$ cat src/rtl/bin_to_bcd_converter.sv
// Sequential double-dabble binary-to-packed-BCD converter with start/busy/done handshake.
// Optional macro BCD_BLANK_LEADING_ZEROS_EN replaces leading zero digits with the blank code 4'hF.
module bin_to_bcd_converter #(
  parameter int BIN_WIDTH = 27,
  parameter int DIGITS    = 8
) (
  input  logic                  clk_in,
  input  logic                  rst_n_in,
  input  logic                  start_in,
  input  logic [BIN_WIDTH-1:0]  bin_in,
  output logic [4*DIGITS-1:0]   bcd_out,
  output logic                  busy_out,
  output logic                  done_out,
  output logic                  overflow_out
);

  localparam int SCR_W = 4*DIGITS + 4;
  localparam int CNT_W = $clog2(BIN_WIDTH + 1);

  function automatic logic [63:0] pow10(input int n);
    logic [63:0] p;
    p = 64'd1;
    for (int i = 0; i < n; i++) begin
      p = p * 64'd10;
    end
    return p;
  endfunction

  localparam logic [63:0] MAX_VAL = pow10(DIGITS) - 64'd1;

`ifdef BCD_BLANK_LEADING_ZEROS_EN
  // Blank zeros from the most significant digit down until the first nonzero digit.
  function automatic logic [4*DIGITS-1:0] blank_zeros(input logic [4*DIGITS-1:0] v);
    logic lead;
    lead        = 1'b1;
    blank_zeros = v;
    for (int i = DIGITS-1; i >= 1; i--) begin
      if (lead && (v[4*i +: 4] == 4'h0)) begin
        blank_zeros[4*i +: 4] = 4'hF;
      end else begin
        lead = 1'b0;
      end
    end
  endfunction
`endif

  typedef enum logic [1:0] {
    ST_IDLE  = 2'd0,
    ST_SHIFT = 2'd1,
    ST_DONE  = 2'd2
  } state_t;

  state_t                 state_r;
  state_t                 state_s;
  logic [BIN_WIDTH-1:0]   shift_r;
  logic [SCR_W-1:0]       scratch_r;
  logic [SCR_W-1:0]       adj_s;
  logic [CNT_W-1:0]       cnt_r;
  logic                   ovf_r;
  logic [4*DIGITS-1:0]    result_s;
  logic [4*DIGITS-1:0]    bcd_r;
  logic                   busy_r;
  logic                   done_r;
  logic                   overflow_r;

  // State register.
  always_ff @(posedge clk_in or negedge rst_n_in) begin
    if (!rst_n_in) begin
      state_r <= ST_IDLE;
    end else begin
      state_r <= state_s;
    end
  end

  // Next-state logic.
  always_comb begin
    state_s = state_r;
    case (state_r)
      ST_IDLE: begin
        if (start_in) begin
          state_s = ST_SHIFT;
        end else begin
          state_s = ST_IDLE;
        end
      end
      ST_SHIFT: begin
        if (cnt_r == CNT_W'(BIN_WIDTH - 1)) begin
          state_s = ST_DONE;
        end else begin
          state_s = ST_SHIFT;
        end
      end
      ST_DONE: state_s = ST_IDLE;
      default: state_s = ST_IDLE;
    endcase
  end

  // Add-3 adjust on every scratch digit (guard digit included) before each shift.
  always_comb begin
    adj_s = scratch_r;
    for (int i = 0; i < DIGITS + 1; i++) begin
      if (scratch_r[4*i +: 4] >= 4'd5) begin
        adj_s[4*i +: 4] = scratch_r[4*i +: 4] + 4'd3;
      end else begin
        adj_s[4*i +: 4] = scratch_r[4*i +: 4];
      end
    end
  end

  // Final value presented in the done cycle; saturated results are never blanked.
  always_comb begin
    result_s = scratch_r[4*DIGITS-1:0];
    if (ovf_r) begin
      result_s = {DIGITS{4'h9}};
    end else begin
`ifdef BCD_BLANK_LEADING_ZEROS_EN
      result_s = blank_zeros(scratch_r[4*DIGITS-1:0]);
`else
      result_s = scratch_r[4*DIGITS-1:0];
`endif
    end
  end

  // Datapath, counter and registered handshake outputs.
  always_ff @(posedge clk_in or negedge rst_n_in) begin
    if (!rst_n_in) begin
      shift_r    <= '0;
      scratch_r  <= '0;
      cnt_r      <= '0;
      ovf_r      <= 1'b0;
      bcd_r      <= '0;
      busy_r     <= 1'b0;
      done_r     <= 1'b0;
      overflow_r <= 1'b0;
    end else begin
      case (state_r)
        ST_IDLE: begin
          done_r <= 1'b0;
          if (start_in) begin
            shift_r   <= bin_in;
            scratch_r <= '0;
            cnt_r     <= '0;
            ovf_r     <= (64'(bin_in) > MAX_VAL);
            busy_r    <= 1'b1;
          end else begin
            busy_r    <= 1'b0;
          end
        end
        ST_SHIFT: begin
          {scratch_r, shift_r} <= {adj_s, shift_r} << 1;
          cnt_r                <= cnt_r + CNT_W'(1);
          done_r               <= 1'b0;
        end
        ST_DONE: begin
          bcd_r      <= result_s;
          overflow_r <= ovf_r;
          done_r     <= 1'b1;
          busy_r     <= 1'b0;
        end
        default: begin
          done_r <= 1'b0;
          busy_r <= 1'b0;
        end
      endcase
    end
  end

  assign bcd_out      = bcd_r;
  assign busy_out     = busy_r;
  assign done_out     = done_r;
  assign overflow_out = overflow_r;

endmodule

$ cat config.mk
export PLATFORM = sky130hd
export DESIGN_NAME = bin_to_bcd_converter
export DESIGN_NICKNAME = d
export VERILOG_FILES = /design/src/rtl/bin_to_bcd_converter.sv
export SDC_FILE = /design/constraint.sdc
export NUM_CORES = 1
export LEC_CHECK = 0
export ABC_AREA = 0
export CAP_MARGIN = 40
export CORE_UTILIZATION = 40
export DETAILED_ROUTE_END_ITERATION = 7
export PLACE_DENSITY = 0.62
export SYNTH_ARGS = -nofsm -noshare
export SYNTH_HDL_FRONTEND = slang
export SYNTH_SLANG_ARGS = --single-unit
$ cat constraint.sdc
create_clock -name clk_in -period 1.4 [get_ports clk_in]
set_input_delay 0.35 -clock clk_in [delete_from_list [all_inputs] [get_ports clk_in]]
set_output_delay 0.35 -clock clk_in [all_outputs]
set_load 0.02 [all_outputs]
==> metrics.txt, run 1 <==
final hold violations 0; # IOs 65; total power 0.0165 W; drt via density 5.19; Final nets 661; Peak VDD IR 1100 µV; hold depth 3; layout cells sized above 1 35.4%; Period Utilization, post-route 106%; DRC Markers 0; fmax 674 MHz; worst hold path type in2reg; Area after DPL 6110 µm²; Reg clk slew, reported paths 0.07 ns; RSZ-0062 raised after global routing true; CP max FO 5; FF-to-FF setup slack -0.08 ns; RR Endpoint ovf_r; failing checks negative setup slack; clk buf depth 2; crit end category flip-flop; TritonRoute pass-1 iters 4; CTS H-tree lvls 3; Ys Warns 0; wire per inst 15.0 µm; Yosys reg bits 102; final core utilization 61.9%; Reg2Reg Depth 3; Tightest Pin Transition 0.437 ns; register area share after synthesis 54.2%; gpl congestion 0.757; Die Span Y 111 µm; clk_lat worst skew 0.34 ns; first-pass GRT wire length 18600 µm; leak pwr 3.27 nW; minimum clock period 1.48 ns; Total GRT Usage 18.6%; power per standard cell area 2330 nW/µm²; EDFF count, synth 0; Setup violations, final 24; Mapped Nets 516; pre-CTS setup slack -0.539 ns; most used routing layer met2; CTS Sinks 102; total number of vias 3953; Core Area 11500 µm²; starting density of the core 41.1%; Avg Synthesized Cell Area 10.1 µm²; CTS root buf clkbuf_16; TritonCTS buffer count 9; Mapped Cells 468; CP arrival 1.72 ns; Synth-to-Final Area Change 50.7%; max-slew violation count 0; M1 GR Usage 25.2%; Main synth FF type dfrtp_1; Worst Hold Path EP shift_r[9]; Fin Hold WS 0.356 ns; Cell variety after synth 34; grt met3 use 3.07%; initial antenna violation count 1; Hold Startpoint bin_in[9]; WP data required 1.63 ns; final WL 11500 µm; FF-to-FF Start state_r[1]; origin of the worst setup path state_r[1]; status finished with violations; Critical Path Start Type flip-flop; global-route met2 utilization 30.2%; full die area 12200 µm²; largest net degree at the start of global routing 35; Setup CP Type reg2reg; Site Rows 39; IO buf count 64; async set-reset flop share out of synthesis 100%; CTS tree yes; max-cap violations 0; initial drt markers 168; Final Skew 0.00823 ns; Relative slew margins 70.8%; vias in the first global route 3883; overall die width 111 µm; Finished Cell Area 7100 µm²; GRT overflow 0; fin worst setup slack -0.0845 ns; Mapped Area 4710 µm²; Post-DRT Antenna Nets 0; dpl hpwl 7500 µm
cells in the final DEF, fill, tap and decap left out, types with 9 or more instances in the layout:
master | Yosys | final
nand2_2 | 0 | 19
nand2_1 | 95 | 72
inv_2 | 0 | 15
nand2b_1 | 18 | 9
o21ai_1 | 1 | 9
o22ai_1 | 10 | 10
dfrtp_1 | 102 | 100
a22oi_1 | 23 | 23
o21ai_0 | 43 | 32
nand2b_4 | 0 | 9
clkdlybuf4s50_1 | 0 | 24
clkdlybuf4s15_1 | 0 | 26
clkbuf_16 | 0 | 10
o31ai_1 | 17 | 15
buf_6 | 2 | 12
clkbuf_2 | 0 | 9
buf_4 | 0 | 76
ha_4 | 0 | 11
nor2_1 | 23 | 23
final cells by class:
| cell class | instances | area, µm² |
|---|---|---|
| fill | 940 | 4370 |
| inverter | 19 | 71.3 |
| multi-input combinational | 320 | 2480 |
| clock inverter | 5 | 81.3 |
| antenna | 1 | 2.50 |
| clock buffer | 11 | 253 |
| tap | 143 | 179 |
| sequential | 102 | 2550 |
| timing repair buffer | 161 | 1480 |
cell usage after synthesis, types with 8 or more instances:
cell / n / area [µm²]
a32o_1: 8 / 80.1
nor2_1: 23 / 86.3
o21ai_0: 43 / 215
nand2b_1: 18 / 113
buf_2: 15 / 75.1
ha_1: 18 / 225
o31ai_1: 17 / 128
dfrtp_1: 102 / 2550
inv_1: 19 / 71.3
xnor2_1: 8 / 70.1
o22ai_1: 10 / 62.6
a22oi_1: 23 / 173
a21oi_1: 9 / 45.0
nand2_1: 95 / 357
clkbuf_1: 11 / 41.3
power by group:
part	switching [W]	internal, W
Sequential	0.00113	0.00422
Clock	0.00111	0.00166
Combinational	0.00397	0.00444
metrics by stage:
step           setup TNS [ns]  instances
5_1_grt                 -3.13        762
3_5_place_dp           -26.07        724
6_report               -0.567        762
4_1_cts                 -1.63        751
2_1_floorplan          -0.105        468
3_3_place_gp           -24.54        724
cell families after synthesis:
kind of cell	share of synthesized area (%)
flops	54.2
xor+xnor	2.79
compound gates	16.9
mux	2.10
fa+ha+maj	4.78
simple gates	14.8
buf+inv	4.46
timing repair:
item / in CTS / in global routing
setup endpoints to repair: 92 / 85
hold buffers: 1 / 0
resized for setup: 94 / 100
cloned: 1 / 1
buffers inserted: 9 / 12
endpoints found under the hold margin: 17 / 0
pin swaps: 16 / 35
how the worst max path moves through the flow:
stage	endpoint	cells after the start	slack, ns
after global routing	ovf_r	3	-0.11
final	ovf_r	3	-0.08
after floorplan	ovf_r	3	-0.03
after detailed placement	scratch_r[7]	5	-0.54
after global placement	ovf_r	5	-0.49
after CTS	ovf_r	3	-0.08
per-layer routing:
metal	vias up	routed length, µm
met5	-	0
met4	0	149
met3	10	514
met2	93	5400
met1	1915	5400
li1	1935	-
flip-flops by register name, summed over array words and instances (netlist names):
| name | count |
|---|---|
| bcd_out | 32 |
| busy_out | 1 |
| cnt_r | 5 |
| done_out | 1 |
| overflow_out | 1 |
| ovf_r | 1 |
| scratch_r | 32 |
| shift_r | 27 |
| state_r | 2 |
worst max-delay path, stage by stage, from the launching register on:
cell and delay [ns]:
dfrtp_2 0.45, or3b_4 0.44, buf_6 0.15, a221o_1 0.33
(Power assumes the default switching activity.)
==> inputs of run 2 (changes only) <==
--- a/config.mk
+++ b/config.mk
@@ -7,9 +7,12 @@
 export LEC_CHECK = 0
 export ABC_AREA = 0
 export CAP_MARGIN = 40
+export CORE_ASPECT_RATIO = 0.9
 export CORE_UTILIZATION = 40
 export DETAILED_ROUTE_END_ITERATION = 7
 export PLACE_DENSITY = 0.62
+export REMOVE_ABC_BUFFERS = 1
+export SKIP_CTS_REPAIR_TIMING = 1
 export SYNTH_ARGS = -nofsm -noshare
 export SYNTH_HDL_FRONTEND = slang
 export SYNTH_SLANG_ARGS = --single-unit
==> metrics.txt, run 2 (synthesis results as in run 1) <==
clk buf depth 2; CP arrival 1.76 ns; Storage cell area 2550 µm²; TritonCTS buffer count 9; power per standard cell area 2300 nW/µm²; status finished with violations; Die Span Y 105 µm; Final nets 666; Critical Path Start Type flip-flop; Fillers 915; first-pass GRT wire length 17600 µm; Period Utilization, post-route 109%; max-cap violations 0; Worst Hold Path EP shift_r[9]; RSZ-0062 raised after global routing true; Reg clk slew, reported paths 0.07 ns; gpl congestion 0.774; fmax 656 MHz; Area after DPL 6080 µm²; leak pwr 3.83 nW; wire per inst 15.4 µm; Hold Startpoint bin_in[9]; Peak VDD IR 1000 µV; total number of vias 4015; RR Endpoint scratch_r[15]; crit-path cells or3b_4 > nand2_8 > buf_12 > o31ai_4 > a32o_1; dpl hpwl 7180 µm; DRC Markers 0; # IOs 65; placed insts 736; full die area 12200 µm²; commonest non-fill, non-tap cell in the layout dfrtp_1; final std cells w/o fill 779; commonest non-fill, non-tap cells in the layout dfrtp_1, buf_4, nand2_1; Site Rows 37; clk_lat worst skew 0.34 ns; fin worst setup slack -0.125 ns; Multi-input gate area 2430 µm²; IO buf count 64; initial antenna violation count 0; Reg2Reg Depth 5; Finished Cell Area 7320 µm²; vias in the first global route 3795; CTS tree yes; FF-to-FF Start state_r[0]; Relative slew margins 73.2%; Core Area 11400 µm²; Setup violations, final 57; Final Skew 0.00429 ns; hold depth 3; CTS root buf clkbuf_16; max-slew violation count 0; pre-CTS setup slack -0.518 ns; final hold violations 0; GRT overflow 0; CP bufs+invs 1; final WL 12000 µm; starting density of the core 41.2%; largest net degree at the start of global routing 43; CTS H-tree lvls 3; FF-to-FF setup slack -0.12 ns; antenna cells 0; crit end category flip-flop; drt via density 5.15; TritonRoute pass-1 iters 5; initial drt markers 193; CP max stage delay 0.46 ns; Post-DRT Antenna Nets 0; minimum clock period 1.52 ns; crit-path leading delay family simple AND/OR/NAND/NOR gates; Setup CP Type reg2reg; layout cells sized above 1 37.4%; Tightest Pin Transition 0.402 ns; worst hold path type in2reg; CP max FO 8; Synth-to-Final Area Change 55.3%; CTS Sinks 102; WP data required 1.63 ns; slowest CP cell or3b_4; failing checks negative setup slack; Total GRT Usage 18.2%; overall die width 116 µm
## run 2: area by class of cell
| class | count | share of cell area, % |
|---|---|---|
| clock buffers | 10 | 3.26 |
| clock inverters | 6 | 1.49 |
| inverters | 19 | 0.974 |
| multi-input cells | 320 | 33.2 |
| flip-flops and latches | 102 | 34.9 |
| well taps | 156 | 2.67 |
| repair buffers | 166 | 23.5 |
## run 2: worst register-to-register path, stage by stage (launching register included)
cell and delay, ns:
dfrtp_2 0.44, or3b_4 0.46, nand2_8 0.09, buf_12 0.14, o31ai_4 0.07, a32o_1 0.22
## run 2: stage by stage
| step | power (W) | utilization, % | hold WS, ns | setup TNS (ns) |
|---|---|---|---|---|
| floorplan | 0.00872 | - | 0.0544 | -82.89 |
| global placement | 0.0116 | 53.1 | 0.296 | -25.15 |
| detailed placement | 0.0119 | 53.1 | 0.301 | -25.29 |
| CTS | 0.0148 | 56.2 | -0.0664 | -13.32 |
| global route | 0.0179 | 64.0 | 0.296 | -6.36 |
| finish | 0.0168 | 64.0 | 0.285 | -3.17 |
## run 2: worst max-delay path by stage
stage                           start       endpoint  slack, ns  cells after the start
after floorplan            state_r[0]  scratch_r[22]      -1.49                      3
after global placement     bin_in[11]          ovf_r      -0.51                      5
after detailed placement   bin_in[10]          ovf_r      -0.52                      5
after CTS                 bcd_out[21]    bcd_out[21]      -0.29                      1
after global routing       state_r[1]          ovf_r      -0.19                      6
final                      state_r[0]  scratch_r[15]      -0.12                      5
## run 2: per-layer routing
layer | GRT usage, % | wire length [µm] | share of wire (%) | vias to the layer above
li1 | - | - | - | 1933
met1 | 24.1 | 5400 | 45 | 1964
met2 | 29.4 | 5850 | 49 | 104
met3 | 4.81 | 581 | 4.9 | 14
met4 | 4.67 | 150 | 1.3 | 0
met5 | 0 | 0 | 0 | -
## run 2: power breakdown
group / switching, W / leakage [nW] / internal [W] / total [W]
clock: 0.00108 / 0.172 / 0.00179 / 0.00287
sequential: 0.00115 / 1.27 / 0.00422 / 0.00537
combinational: 0.00394 / 2.38 / 0.00465 / 0.00860
total: 0.00617 / 3.83 / 0.0107 / 0.0168
==> inputs of run 3 (changes only) <==
--- a/config.mk
+++ b/config.mk
@@ -10,7 +10,8 @@
 export CORE_ASPECT_RATIO = 0.9
 export CORE_UTILIZATION = 40
 export DETAILED_ROUTE_END_ITERATION = 7
-export PLACE_DENSITY = 0.62
+export DONT_BUFFER_PORTS = 1
+export PLACE_DENSITY = 0.54
 export REMOVE_ABC_BUFFERS = 1
 export SKIP_CTS_REPAIR_TIMING = 1
 export SYNTH_ARGS = -nofsm -noshare
==> metrics.txt, run 3 (synthesis results as in run 1) <==
status finished with violations; failing checks negative hold slack, negative setup slack; leak pwr 2.81 nW; Comb pwr share 44.0%; Setup CP Type reg2reg; CTS H-tree lvls 3; Post-DRT Antenna Nets 0; overall die width 116 µm; sequential share of power 38.3%; IO buf count 0; max-slew violation count 0; wire per inst 15.9 µm; DRC Markers 0; drt via density 5.20; M1 GR Usage 22.6%; CTS root buf clkbuf_16; TritonCTS buffer count 9; slowest CP cell dfrtp_1; Switching Fraction 37.4%; Reg2Reg Depth 6; final hold violations 102; total number of vias 3595; GRT overflow 0; Switching Power 0.00564 W; global-route met2 utilization 28.2%; most used routing layer met2; WP data required 1.68 ns; gpl congestion 0.747; full die area 12200 µm²; CP max FO 4; Final nets 579; crit-path cells buf_4 > nor3b_4 > buf_6 > nand2_2 > nor4_2 > a221o_1; minimum clock period 1.44 ns; final WL 11000 µm; Critical Path Start Type flip-flop; max-cap violations 0; CP max stage delay 0.38 ns; clk buf depth 2; vias in the first global route 3548; Reg clk slew, reported paths 0.07 ns; Die Span Y 105 µm; FF-to-FF Start state_r[0]; Fin Hold WS -0.303 ns; Core Area 11400 µm²; CTS Sinks 102; pre-CTS setup slack -0.155 ns; dpl hpwl 6560 µm; final core utilization 53.6%; Total GRT Usage 17.6%; worst hold path type in2async; starting density of the core 41.2%; Setup violations, final 8; commonest non-fill, non-tap cell in the layout dfrtp_1; layout cells sized above 1 30.4%; power per standard cell area 2460 nW/µm²; CP bufs+invs 2; CP Depth 6; Final Skew 0.00497 ns; clock share of power 17.7%; initial antenna violation count 0; Period Utilization, post-route 103%; crit-path leading delay family simple AND/OR/NAND/NOR gates; crit end category flip-flop; origin of the worst setup path state_r[0]; largest net degree at the start of global routing 103; CTS tree yes; CP arrival 1.72 ns; # IOs 65; Relative slew margins 74.8%; Peak VDD IR 1030 µV; commonest non-fill, non-tap cells in the layout dfrtp_1, nand2_1, buf_4; initial drt markers 193; fin worst setup slack -0.0436 ns; TritonRoute pass-1 iters 4; first-pass GRT wire length 16800 µm; total power 0.0151 W; Synth-to-Final Area Change 30.1%; fmax 693 MHz; Tightest Pin Transition 0.378 ns; antenna cells 0; Site Rows 37; P_int 0.00943 W; clk_lat worst skew 0.34 ns; RSZ-0062 raised after global routing true; grt met3 use 5.45%
run 3: changes by cell type in the layout (fill, tap and decap cells not counted), moves of 12 or more:
cell | previous run | this run
buf_4 | 80 | 67
clkdlybuf4s50_1 | 24 | 0
dlymetal6s2s_1 | 39 | 0
nand2_1 | 55 | 94
nand2_2 | 27 | 1
nand2_4 | 13 | 1
run 3: power by group through the flow:
stage | Combinational, W | Clock, W | Sequential [W]
3_5_place_dp | 0.00518 | 0 | 0.00568
3_3_place_gp | 0.00503 | 0 | 0.00564
4_1_cts | 0.00521 | 0.00273 | 0.00563
5_1_grt | 0.00738 | 0.00283 | 0.00594
2_1_floorplan | 0.00324 | 0 | 0.00549
6_report | 0.00664 | 0.00266 | 0.00577
run 3: stage by stage:
| step | area (µm²) | cells | setup TNS [ns] | hold WS (ns) |
|---|---|---|---|---|
| detailed placement | 5290 | 660 | -2.69 | 0.0568 |
| global route | 6130 | 692 | -1.25 | -0.324 |
| finish | 6130 | 692 | -0.101 | -0.303 |
| floorplan | 4570 | 440 | -82.89 | 0.0544 |
| global placement | 5290 | 660 | -1.96 | 0.0565 |
| CTS | 5610 | 676 | -3.36 | -0.315 |
run 3: path summary, 6_finish.rpt:
kind                       slack, ns           end
hold reg to reg                 0.48  scratch_r[0]
hold / removal                 -0.30   bcd_out[26]
setup reg to reg               -0.04         ovf_r
min in group clk_in             0.11    shift_r[0]
max in group asynchronous       1.54   shift_r[17]
setup / recovery               -0.04         ovf_r
run 3: layout make-up:
cell class / count / area (µm²)
Multi-Input combinational cell: 320 / 2310
Tap cell: 156 / 195
Clock buffer: 14 / 284
Timing Repair Buffer: 79 / 682
Fill cell: 1019 / 5300
Inverter: 19 / 71.3
Clock inverter: 2 / 37.5
Sequential cell: 102 / 2550
run 3: layer usage:
layer,routed length [µm],share of wire (%)
met1,5020,46
met2,5330,48
met3,526,4.8
met4,121,1.1
met5,0,0
